--- src/rtl/clk_period_monitor_pkg.sv ---
// rtl/clk_period_monitor_pkg.sv - shared types and default period limits for the clock period monitor
package clk_period_monitor_pkg;

  typedef enum logic [1:0] {
    ST_IDLE    = 2'd0,
    ST_MEASURE = 2'd1,
    ST_LOST    = 2'd2
  } state_e;

  // 50 MHz system clock over the 1 MHz divided motor clock, with +/-2 cycles of slack
  localparam int NOM_PERIOD = 50;
  localparam int MIN_PERIOD = NOM_PERIOD - 2;
  localparam int MAX_PERIOD = NOM_PERIOD + 2;

endpackage

--- src/rtl/clk_period_monitor_sync_edge_det.sv ---
// rtl/clk_period_monitor_sync_edge_det.sv - two-flop synchroniser with rising-edge pulse
module sync_edge_det (
  input  logic clk_i,
  input  logic nRst,
  input  logic sig_i,
  output logic rise_o
);

  logic sync1_q, sync1_d;
  logic sync2_q, sync2_d;
  logic hist_q, hist_d;

  // shift chain: two metastability stages, then one history stage for edge detection
  always_comb begin
    sync1_d = sig_i;
    sync2_d = sync1_q;
    hist_d  = sync2_q;
  end

  // synchroniser and history registers
  always_ff @(posedge clk_i or negedge nRst) begin
    if (!nRst) begin
      sync1_q <= 1'b0;
      sync2_q <= 1'b0;
      hist_q  <= 1'b0;
    end else begin
      sync1_q <= sync1_d;
      sync2_q <= sync2_d;
      hist_q  <= hist_d;
    end
  end

  assign rise_o = sync2_q & ~hist_q;

endmodule

--- src/rtl/clk_period_monitor.sv ---
// rtl/clk_period_monitor.sv - measures a slow asynchronous clock's period and reports lock/loss/errors
module clk_period_monitor #(
  parameter int CNT_W      = 8,
  parameter int MIN_PERIOD = clk_period_monitor_pkg::MIN_PERIOD,
  parameter int MAX_PERIOD = clk_period_monitor_pkg::MAX_PERIOD,
  parameter int TIMEOUT    = 200,
  parameter int LOCK_N     = 4
) (
  input  logic             clk50mhzI,
  input  logic             nRst,
  input  logic             clkMonI,
  output logic [CNT_W-1:0] periodO,
  output logic             periodVldO,
  output logic             lockO,
  output logic             lossO,
  output logic [7:0]       errCntO
);
  import clk_period_monitor_pkg::*;

  localparam int                GOOD_W  = $clog2(LOCK_N + 1);
  localparam logic [CNT_W-1:0]  CNT_SAT = {CNT_W{1'b1}};
  localparam logic [CNT_W-1:0]  MIN_C   = CNT_W'(MIN_PERIOD);
  localparam logic [CNT_W-1:0]  MAX_C   = CNT_W'(MAX_PERIOD);
  localparam logic [CNT_W-1:0]  TMO_C   = CNT_W'(TIMEOUT);
  localparam logic [GOOD_W-1:0] LOCK_C  = GOOD_W'(LOCK_N);

  logic rise;

  state_e             state_q, state_d;
  logic [CNT_W-1:0]   cnt_q, cnt_d;
  logic [GOOD_W-1:0]  good_q, good_d;
  logic [GOOD_W-1:0]  good_inc;
  logic [CNT_W-1:0]   period_q, period_d;
  logic               period_vld_q, period_vld_d;
  logic               lock_q, lock_d;
  logic               loss_q, loss_d;
  logic [7:0]         err_q, err_d;
  logic               in_range;

  sync_edge_det u_sync (
    .clk_i  (clk50mhzI),
    .nRst   (nRst),
    .sig_i  (clkMonI),
    .rise_o (rise)
  );

  // cycles since the last rise; restarts at 1 on a rise and sticks at all-ones
  always_comb begin
    if (rise) begin
      cnt_d = {{(CNT_W-1){1'b0}}, 1'b1};
    end else if (cnt_q == CNT_SAT) begin
      cnt_d = cnt_q;
    end else begin
      cnt_d = cnt_q + 1'b1;
    end
  end

  // next state and output register values; a rise beats a simultaneous timeout
  always_comb begin
    state_d      = state_q;
    good_d       = good_q;
    period_d     = period_q;
    period_vld_d = 1'b0;
    lock_d       = lock_q;
    loss_d       = loss_q;
    err_d        = err_q;
    in_range     = (cnt_q >= MIN_C) && (cnt_q <= MAX_C);
    good_inc     = (good_q == LOCK_C) ? good_q : good_q + 1'b1;
    unique case (state_q)
      ST_IDLE: begin
        if (rise) state_d = ST_MEASURE;
      end
      ST_MEASURE: begin
        if (rise) begin
          period_d     = cnt_q;
          period_vld_d = 1'b1;
          if (in_range) begin
            good_d = good_inc;
            lock_d = (good_inc == LOCK_C);
          end else begin
            good_d = '0;
            lock_d = 1'b0;
            if (err_q != 8'hFF) err_d = err_q + 8'd1;
          end
        end else if (cnt_q == TMO_C) begin
          state_d = ST_LOST;
          loss_d  = 1'b1;
          lock_d  = 1'b0;
          good_d  = '0;
        end
      end
      ST_LOST: begin
        if (rise) begin
          state_d = ST_MEASURE;
          loss_d  = 1'b0;
        end
      end
      default: state_d = ST_IDLE;
    endcase
  end

  // state, counter and registered outputs
  always_ff @(posedge clk50mhzI or negedge nRst) begin
    if (!nRst) begin
      state_q      <= ST_IDLE;
      cnt_q        <= '0;
      good_q       <= '0;
      period_q     <= '0;
      period_vld_q <= 1'b0;
      lock_q       <= 1'b0;
      loss_q       <= 1'b0;
      err_q        <= '0;
    end else begin
      state_q      <= state_d;
      cnt_q        <= cnt_d;
      good_q       <= good_d;
      period_q     <= period_d;
      period_vld_q <= period_vld_d;
      lock_q       <= lock_d;
      loss_q       <= loss_d;
      err_q        <= err_d;
    end
  end

  assign periodO    = period_q;
  assign periodVldO = period_vld_q;
  assign lockO      = lock_q;
  assign lossO      = loss_q;
  assign errCntO    = err_q;

endmodule

--- config.mk ---
export PLATFORM = sky130hd
export DESIGN_NAME = clk_period_monitor
export DESIGN_NICKNAME = d
export VERILOG_FILES = /design/src/rtl/clk_period_monitor_pkg.sv /design/src/rtl/clk_period_monitor_sync_edge_det.sv /design/src/rtl/clk_period_monitor.sv
export SDC_FILE = /design/constraint.sdc
export NUM_CORES = 1
export LEC_CHECK = 0
export CORE_AREA = 8 8 63 65
export DETAILED_ROUTE_END_ITERATION = 10
export DIE_AREA = 0 0 71 73
export PLACE_DENSITY = 0.8
export REMOVE_ABC_BUFFERS = 1
export SLEW_MARGIN = 25
export SYNTH_ARGS = -nofsm -noshare
export SYNTH_HDL_FRONTEND = slang
export SYNTH_SLANG_ARGS = --single-unit
--- constraint.sdc ---
create_clock -name clk50mhzI -period 3 [get_ports clk50mhzI]
set_input_delay 0.3 -clock clk50mhzI [delete_from_list [all_inputs] [get_ports clk50mhzI]]
set_output_delay 0.3 -clock clk50mhzI [all_outputs]
set_load 0.005 [all_outputs]
-- Word level (Yosys, flattened, before mapping)
Cells that the tools add are included.
- equal/unequal tests: 12
- bitwise logic cells: 3
- add/sub/neg operators: 3
- magnitude comparators: 2
- reductions and logical operators: 10
- muxes and demuxes: 19
- operators by type and width (operator ; count):
    $add 8x1->8 const B ; 2
    $eq 8x8->1 const B ; 2
    $mux 8 ; 2
    $mux 3 ; 4
    $ge 8x6->1 const B ; 1
    $le 8x6->1 const B ; 1
    $mux 1 ; 8
    $ne 2x2->1 const B ; 4
    $ne 8x8->1 const B ; 1
    $reduce_and 4->1 ; 2
    $eq 3x3->1 const B ; 2
    $mux 2 ; 3
    $pmux 2 s2 ; 1
    $reduce_and 2->1 ; 2
    $reduce_bool 2->1 ; 2
    $add 3x1->3 const B ; 1
    $reduce_and 3->1 ; 1
    $eq 2x1->1 const B ; 1
    $eq 2x2->1 const B ; 1
    $logic_not 2->1 ; 1
    $ne 2x1->1 const B ; 1
    $not 1->1 ; 2
    $pmux 1 s2 ; 1
    $reduce_or 2->1 ; 1
    2 further kinds ; 2
- bits in registers: 35
- output and inout bits: 19

-- Depth between registers and ports, before layout
Gate-level depths: netlist of the first run.
- depth after elaboration: 5
- gate-level depth with buffers: 6

-- Cells and area by module
Synthesis of the first run repeated with hierarchy kept, for this count alone.
- cell total of the unflattened synthesis: 163
- area total of the unflattened synthesis: 1687.9 µm²
- by module, submodules not included (module ; area an instance (µm²) ; seq. area each (µm²) ; cells each ; instances):
    clk_period_monitor ; 1599.0 ; 800.8 ; 159 ; 1
    sync_edge_det ; 88.8 ; 75.1 ; 4 ; 1

-- Worst setup path before layout of the first run
Ideal clock, no wire load.
- path kind: register to register
- start point: reg cnt_q[0]
- end point: reg err_q[1], in the netlist errCntO[1]
- data required time: 2.872 ns
- cell stages (with the launch flop): 7
- setup time: 0.128 ns
- period minus slack after synthesis: 1.743 ns
- buffers on the path: 0
- slack: 1.257 ns
- data arrival time: 1.616 ns
- cell sequence: dfrtp_1 -> inv_1 -> ha_1 -> nand2b_1 -> a31o_4 -> nor2_1 -> mux2_1
- cells in the longest elaborated chain, start to end: 4
- elaborated cells on any way between the ends: 5
- ends and longest elaborated chain (item ; line ; source):
    start: declaration ; clk_period_monitor.sv:30 ; logic [CNT_W-1:0] cnt_q, cnt_d;
    start signal: assignment ; clk_period_monitor.sv:115 ; cnt_q <= cnt_d;
    $ge 8x6->1 or $le 8x6->1 (tied branches) ; clk_period_monitor.sv:67 ; in_range = (cnt_q >= MIN_C) && (cnt_q <= MAX_C);
    $logic_and 1x1->1 (*) ; clk_period_monitor.sv:67 ;
    $not 1->1 (no source line) (*) ; -- ;
    $reduce_and 4->1 (no source line) (*) ; -- ;
    end signal: assignment ; clk_period_monitor.sv:121 ; err_q <= err_d;
    end: declaration ; clk_period_monitor.sv:37 ; logic [7:0] err_q, err_d;
Every way passes the cells marked *; elsewhere a longest branch is shown, timed or not.
A chain may end at the register's enable or synchronous reset.

-- Final worst setup path of the first run
- start point: reg state_q[1]
- end point: reg err_q[1], in the netlist errCntO[1]
- cells in the longest elaborated chain, start to end: 2
- ends and longest elaborated chain (item ; line ; source):
    start: declaration ; clk_period_monitor.sv:29 ; state_e state_q, state_d;
    start signal: assignment ; clk_period_monitor.sv:114 ; state_q <= state_d;
    $eq 2x1->1 ; clk_period_monitor.sv:69 ; unique case (state_q)
    $reduce_and 4->1 (no source line) ; -- ;
No other way between the ends.

==> results.md, run 1 <==
- Outcome: complete, no violations
- Setup tns final: 0 ns
- Clock sinks: 35
- Compound-Gate Fraction of Synth Area: 11.45%
- Clk slew on worst S/H paths: 0.09 ns
- Die area: 5183 sq um
- Routability cong.: 0.8467
- Fin crit share: 70.82%
- Worst vdd ir: 469.4 uV
- Core box area: 2953 sq um
- Hold Crit Class: flip-flop to flip-flop
- Ports: 22
- # rows: 20
- Bufs on Longest Clock Path: 2
- Multi-input gate area: 700.7 sq um
- Total number of vias: 1179
- Pwr/cell area: 634.4 nW/um^2
- Critical path peak fanout: 10
- Drt pass-1 iters: 4
- Synth Cell Area: 1639 sq um
- Fmax: 0.4707 GHz
- Post-synth EDFFs: 0
- Syn. warnings: 0
- Ratio of cells with drive above 1 in the final layout: 11.38%
- Fin. max-slew vios: 0
- Util after Layout: 64.70%
- Tmin final: 2.125 ns
- CTS tree: done
- Post-Synth XOR/XNOR Area: 2.672%
- RSZ-0062 raised after global routing: false
- Ys async rst share: 100.0%
- Chip Width: 71 um
- Initial Utilization: 55.51%
- Combinational family with the most area after synthesis: simple AND/OR/NAND/NOR gates
- Met3 routed WL: 189 um
- Hold Path Depth: 0
- Sw Ratio: 30.64%
- CTS H-tree lvls: 2
- Part of the power in registers: 55.2%
- Post-synthesis adder-cell area fraction: 3.817%
- Final setup viols: 0
- WL met2: 1.640 mm
- Reg2Reg Depth: 4
- Commonest non-fill, non-tap cell in the layout: dfrtp_1
- Distinct cell type count after synthesis: 40
- CTS root buffer: clkbuf_4
- Top Metal Used: met4
- Tot GR Track Use: 13.41%
- Pleak: 0.8580 nW
- Dpl hpwl: 2.340 mm
- Worst EP required: 3.21 ns
- Routed vias/inst: 5.895
- CP Capture Type: flip-flop
- Routed len/inst: 15.81 um
- Layout Nets: 176
- Port Buffer Count: 21
- Syn avg cell area: 11.38 sq um
- Fill cell count: 242
- Mapped Cells: 144
- Top_reg_cell synth: dfrtp_1
- Post-Layout Cell Count: 200
- CP arrival: 2.34 ns
- Min Hold Slack: 0.3602 ns
- Reg area: 875.8 sq um
- Power share of the clock group: 18.4%
- Final wirelength: 3.161 mm
- Mux cell area share after synthesis: 8.779%
- Switch Pwr: 371.4 uW
- Synth Area in Simple Gates: 16.03%
- Antenna violations before repair: 0
- Cts repair resizes: 0
- Crit start category: flip-flop
- Comb power frac: 26.4%
- P_int: 840.7 uW
- Post-synth top area share: 53.44%
- Synth top area cells: dfrtp_1 (53%), mux2_2 (6.9%), ha_1 (3.8%)
- DR iter-0 viols: 89
- Post-CTS Hold Buffers: 0
- Slew margin rel.: 60.92%
- Register bit count reported by yosys: 35
- Post-Route M1 WL: 1.290 mm
- Critical path class: flip-flop to flip-flop
- Final hold vios: 0
- Largest net degree at the start of global routing: 36
- Sequential share of the synthesized area: 53.44%
- Yosys top cell by area: dfrtp_1
- Commonest non-fill, non-tap cells in the layout: dfrtp_1 (35), clkdlybuf4s50_1 (21), mux2_2 (10)
- Dpl cells: 194
- DRC viols: 0
- Worst-Margin Slew: 0.5829 ns
- Max Clock Skew: 0.01001 ns
- Postcts setup bufs: 0
- Global route total overflow: 0
- Layout area overhead: 16.56%
- CTS buffer count: 5
- Ant. Diodes: 0
- Worst-Skew Late Latency: 0.32 ns
- First-pass GRT wire length: 5.457 mm
- Vias in the first global route: 1222
- Die Span Y: 73 um
- # Max-Cap Violations: 0
- DRT antenna net count: 0
layer usage:
layer | track usage (%) | vias up
li1 | - | 574
met1 | 12.27 | 577
met2 | 25.33 | 24
met3 | 4.945 | 4
met4 | 6.928 | 0
met5 | 0 | -
sequential cells by signal, indices dropped and copies added, names as in the netlist:
name            flops
u_sync.hist_d       1
good_q              3
cnt_q               8
u_sync.sync1_q      1
u_sync.hist_q       1
state_q             2
errCntO             8
lockO               1
periodO             8
lossO               1
periodVldO          1
cells in the mapped netlist (3+ instances only):
library cell / n
a31oi_1: 7
dfrtp_1: 35
ha_1: 5
inv_1: 9
mux2_2: 10
nand2_1: 9
nand2b_1: 3
nand3_1: 7
nand4_1: 3
nor2_1: 7
nor3_1: 4
nor4_1: 3
o21ai_0: 5
xor2_1: 4
kinds of logic after synthesis:
group,Yosys count
and+or+nand+nor,47
adders and majority gates,5
AOI/OAI and AO/OA,25
xor gates and xnor gates,5
DFF,35
buffers and inverters,14
muxes,13
power by group through the flow:
stage / registers, mW / clock network [mW] / logic, mW
after global routing: 0.684 / 0.250 / 0.353
after floorplan: 0.661 / 0 / 0.144
after global placement: 0.670 / 0 / 0.314
after CTS: 0.669 / 0.232 / 0.327
after detailed placement: 0.678 / 0 / 0.326
final: 0.669 / 0.223 / 0.320
worst max-delay path, stage by stage (launching register included):
cell	delay (ns)
dfrtp_1	0.44
nand4bb_1	0.57
a31o_4	0.44
nor2_1	0.22
mux2_1	0.34
final cells by class:
cell class	count	area share, %
tap	33	2.161
inverter	9	1.768
sequential	35	45.84
multi-input combinational	95	36.67
timing repair buffer	22	11.39
clock buffer	6	2.161
path summary, 6_finish.rpt:
path                                          start                 endpoint  slack [ns]
setup / recovery             state_q[1]$_DFFE_PN0P_   errCntO[1]$_DFFE_PN0P_        0.88
hold / removal             u_sync.sync1_q$_DFF_PN0_  u_sync.hist_d$_DFF_PN0_        0.36
setup reg to reg             state_q[1]$_DFFE_PN0P_   errCntO[1]$_DFFE_PN0P_        0.88
hold reg to reg            u_sync.sync1_q$_DFF_PN0_  u_sync.hist_d$_DFF_PN0_        0.36
max in group asynchronous                      nRst        lossO$_DFFE_PN0P_        2.32
min in group asynchronous                      nRst   errCntO[5]$_DFFE_PN0P_        0.37
through the flow:
| step | power [mW] | setup WS, ns | area [sq um] |
|---|---|---|---|
| 4_1_cts | 1.228 | 0.8167 | 1911 |
| 3_5_place_dp | 1.005 | 0.8302 | 1869 |
| 3_3_place_gp | 0.9848 | 0.9345 | 1869 |
| 2_1_floorplan | 0.8053 | 1.173 | 1610 |
| 6_report | 1.212 | 0.8755 | 1911 |
| 5_1_grt | 1.287 | 0.7258 | 1911 |
Power figures use the tool's default switching activity.
==> run 2: changes to the inputs <==
--- a/config.mk
+++ b/config.mk
@@ -5,10 +5,10 @@
 export SDC_FILE = /design/constraint.sdc
 export NUM_CORES = 1
 export LEC_CHECK = 0
-export CORE_AREA = 8 8 63 65
+export CORE_AREA = 8 8 68 70
 export DETAILED_ROUTE_END_ITERATION = 10
-export DIE_AREA = 0 0 71 73
-export PLACE_DENSITY = 0.8
+export DIE_AREA = 0 0 76 78
+export PLACE_DENSITY = 0.72
 export REMOVE_ABC_BUFFERS = 1
 export SLEW_MARGIN = 25
 export SYNTH_ARGS = -nofsm -noshare
==> constraint.sdc (replaced) <==
create_clock -name clk50mhzI -period 1.95 [get_ports clk50mhzI]
set_input_delay 0.195 -clock clk50mhzI [delete_from_list [all_inputs] [get_ports clk50mhzI]]
set_output_delay 0.195 -clock clk50mhzI [all_outputs]
set_load 0.005 [all_outputs]
==> run 2 against run 1 <==
- total power up 67%
- maximum frequency up 18%
- hold slack worse by 0.097 ns
- utilization down 8.4 points
- die area up 14%
- setup slack worse by 0.72 ns
- register-to-register slack worse by 0.72 ns
==> results.md, run 2 (synthesis gave the netlist of run 1 again) <==
- Outcome: complete, no violations
- Die Span Y: 78 um
- CP arrival: 2.02 ns
- Dpl hpwl: 2.261 mm
- Antenna violations before repair: 0
- Critical path class: flip-flop to flip-flop
- Clock sinks: 35
- CTS buffer count: 5
- Worst EP required: 2.18 ns
- Layout Nets: 181
- Ant. Diodes: 0
- Final wirelength: 3.019 mm
- Crit start category: flip-flop
- Commonest non-fill, non-tap cells in the layout: dfrtp_1 (34), clkdlybuf4s50_1 (21), mux2_2 (10)
- # rows: 22
- Worst-Margin Slew: 0.4673 ns
- Tmin final: 1.794 ns
- Port Buffer Count: 21
- Hold Crit Class: input port to async pin
- Max stage delay cell, worst path: dfrtp_2
- Worst-Skew Late Latency: 0.33 ns
- Bufs on Longest Clock Path: 2
- Global route total overflow: 0
- Clk slew on worst S/H paths: 0.10 ns
- Flop2flop setup slack: 0.16 ns
- CTS root buffer: clkbuf_4
- Post-DP Area: 1918 sq um
- Family with the most delay on the worst path: flip-flops
- Vias in the first global route: 1236
- Buf+Inv Stages, Crit Path: 1
- DRC viols: 0
- Ports: 22
- Routed len/inst: 13.66 um
- Cells along the critical path: inv_1 -> ha_1 -> nand2b_1 -> a31o_4 -> nor3_1 -> mux2_2
- Commonest non-fill, non-tap cell in the layout: dfrtp_1
- Fmax: 0.5574 GHz
- Final hold vios: 0
- Routability cong.: 0.8308
- Post-Layout Cell Count: 221
- # Max-Cap Violations: 0
- Worst vdd ir: 633.2 uV
- Routed vias/inst: 5.281
- Tot GR Track Use: 10.96%
- Setup tns final: 0 ns
- Slew margin rel.: 68.56%
- Post-Place Setup Slack: 0.1076 ns
- DRT antenna net count: 0
- Critical path peak fanout: 6
- Chip Width: 76 um
- Final setup viols: 0
- Fin. max-slew vios: 0
- Dpl cells: 213
- Pleak: 0.8954 nW
- Die area: 5928 sq um
- Total power: 2.021 mW
- Final worst slack: 0.1559 ns
- Pwr/cell area: 1011 nW/um^2
- Ratio of cells with drive above 1 in the final layout: 15.03%
- RSZ-0062 raised after global routing: false
- Initial Utilization: 46.16%
- Post-CTS Hold Buffers: 0
- CTS tree: done
- Finished Cell Area: 1998 sq um
- Layout area overhead: 21.91%
- Max stage delay on crit path: 0.42 ns
- First-pass GRT wire length: 5.382 mm
- DR iter-0 viols: 28
- Total number of vias: 1167
- Min Hold Slack: 0.2635 ns
- Max Clock Skew: 0.004801 ns
- Largest net degree at the start of global routing: 36
- CTS H-tree lvls: 2
- Core box area: 3551 sq um
- Drt pass-1 iters: 4
- Util after Layout: 56.27%
- CP Capture Type: flip-flop
- Fin crit share: 92.01%
run 2: path summary, 6_finish.rpt:
kind | from | endpoint | cells past startpoint
worst max-delay path | cnt_q[0]$_DFFE_PN0P_ | errCntO[6]$_DFFE_PN0P_ | 6
worst min-delay path | nRst | lossO$_DFFE_PN0P_ | 2
worst max register to register | cnt_q[0]$_DFFE_PN0P_ | errCntO[6]$_DFFE_PN0P_ | 6
worst min register to register | u_sync.sync1_q$_DFF_PN0_ | u_sync.hist_d$_DFF_PN0_ | 0
max in group asynchronous | nRst | cnt_q[0]$_DFFE_PN0P_ | 2
min in group clk50mhzI | clkMonI | u_sync.sync1_q$_DFF_PN0_ | 1
run 2: final cells by class:
cell class                      instances  area (sq um)
Clock inverter                          1         30.03
Clock buffer                            6         41.29
Multi-Input combinational cell         95         700.7
Fill cell                             298          1553
Inverter                                9         33.78
Sequential cell                        35         877.1
Timing Repair Buffer                   27         255.2
Tap cell                               48         60.06
run 2: metal layers:
metal | wire (um) | vias up | GRT usage [%]
li1 | - | 585 | -
met1 | 1361 | 555 | 11.86
met2 | 1445 | 20 | 18.08
met3 | 164 | 7 | 4.493
met4 | 48 | 0 | 5.686
met5 | 0 | - | 0
run 2: what timing repair did:
action | in CTS | in global routing
setup endpoints to repair | 0 | 3
setup buffers | 0 | 1
gates resized for setup | 0 | 1
run 2: worst reg2reg max path: stages (launching register included):
cell and delay, ns:
dfrtp_2 0.42, inv_1 0.05, ha_1 0.20, nand2b_1 0.20, a31o_4 0.29, nor3_1 0.18, mux2_2 0.35
run 2: report_power, final:
group	switching, mW	internal (mW)	total, mW
clock	0.223	0.264	0.487
sequential	0.165	0.862	1.03
combinational	0.187	0.319	0.506
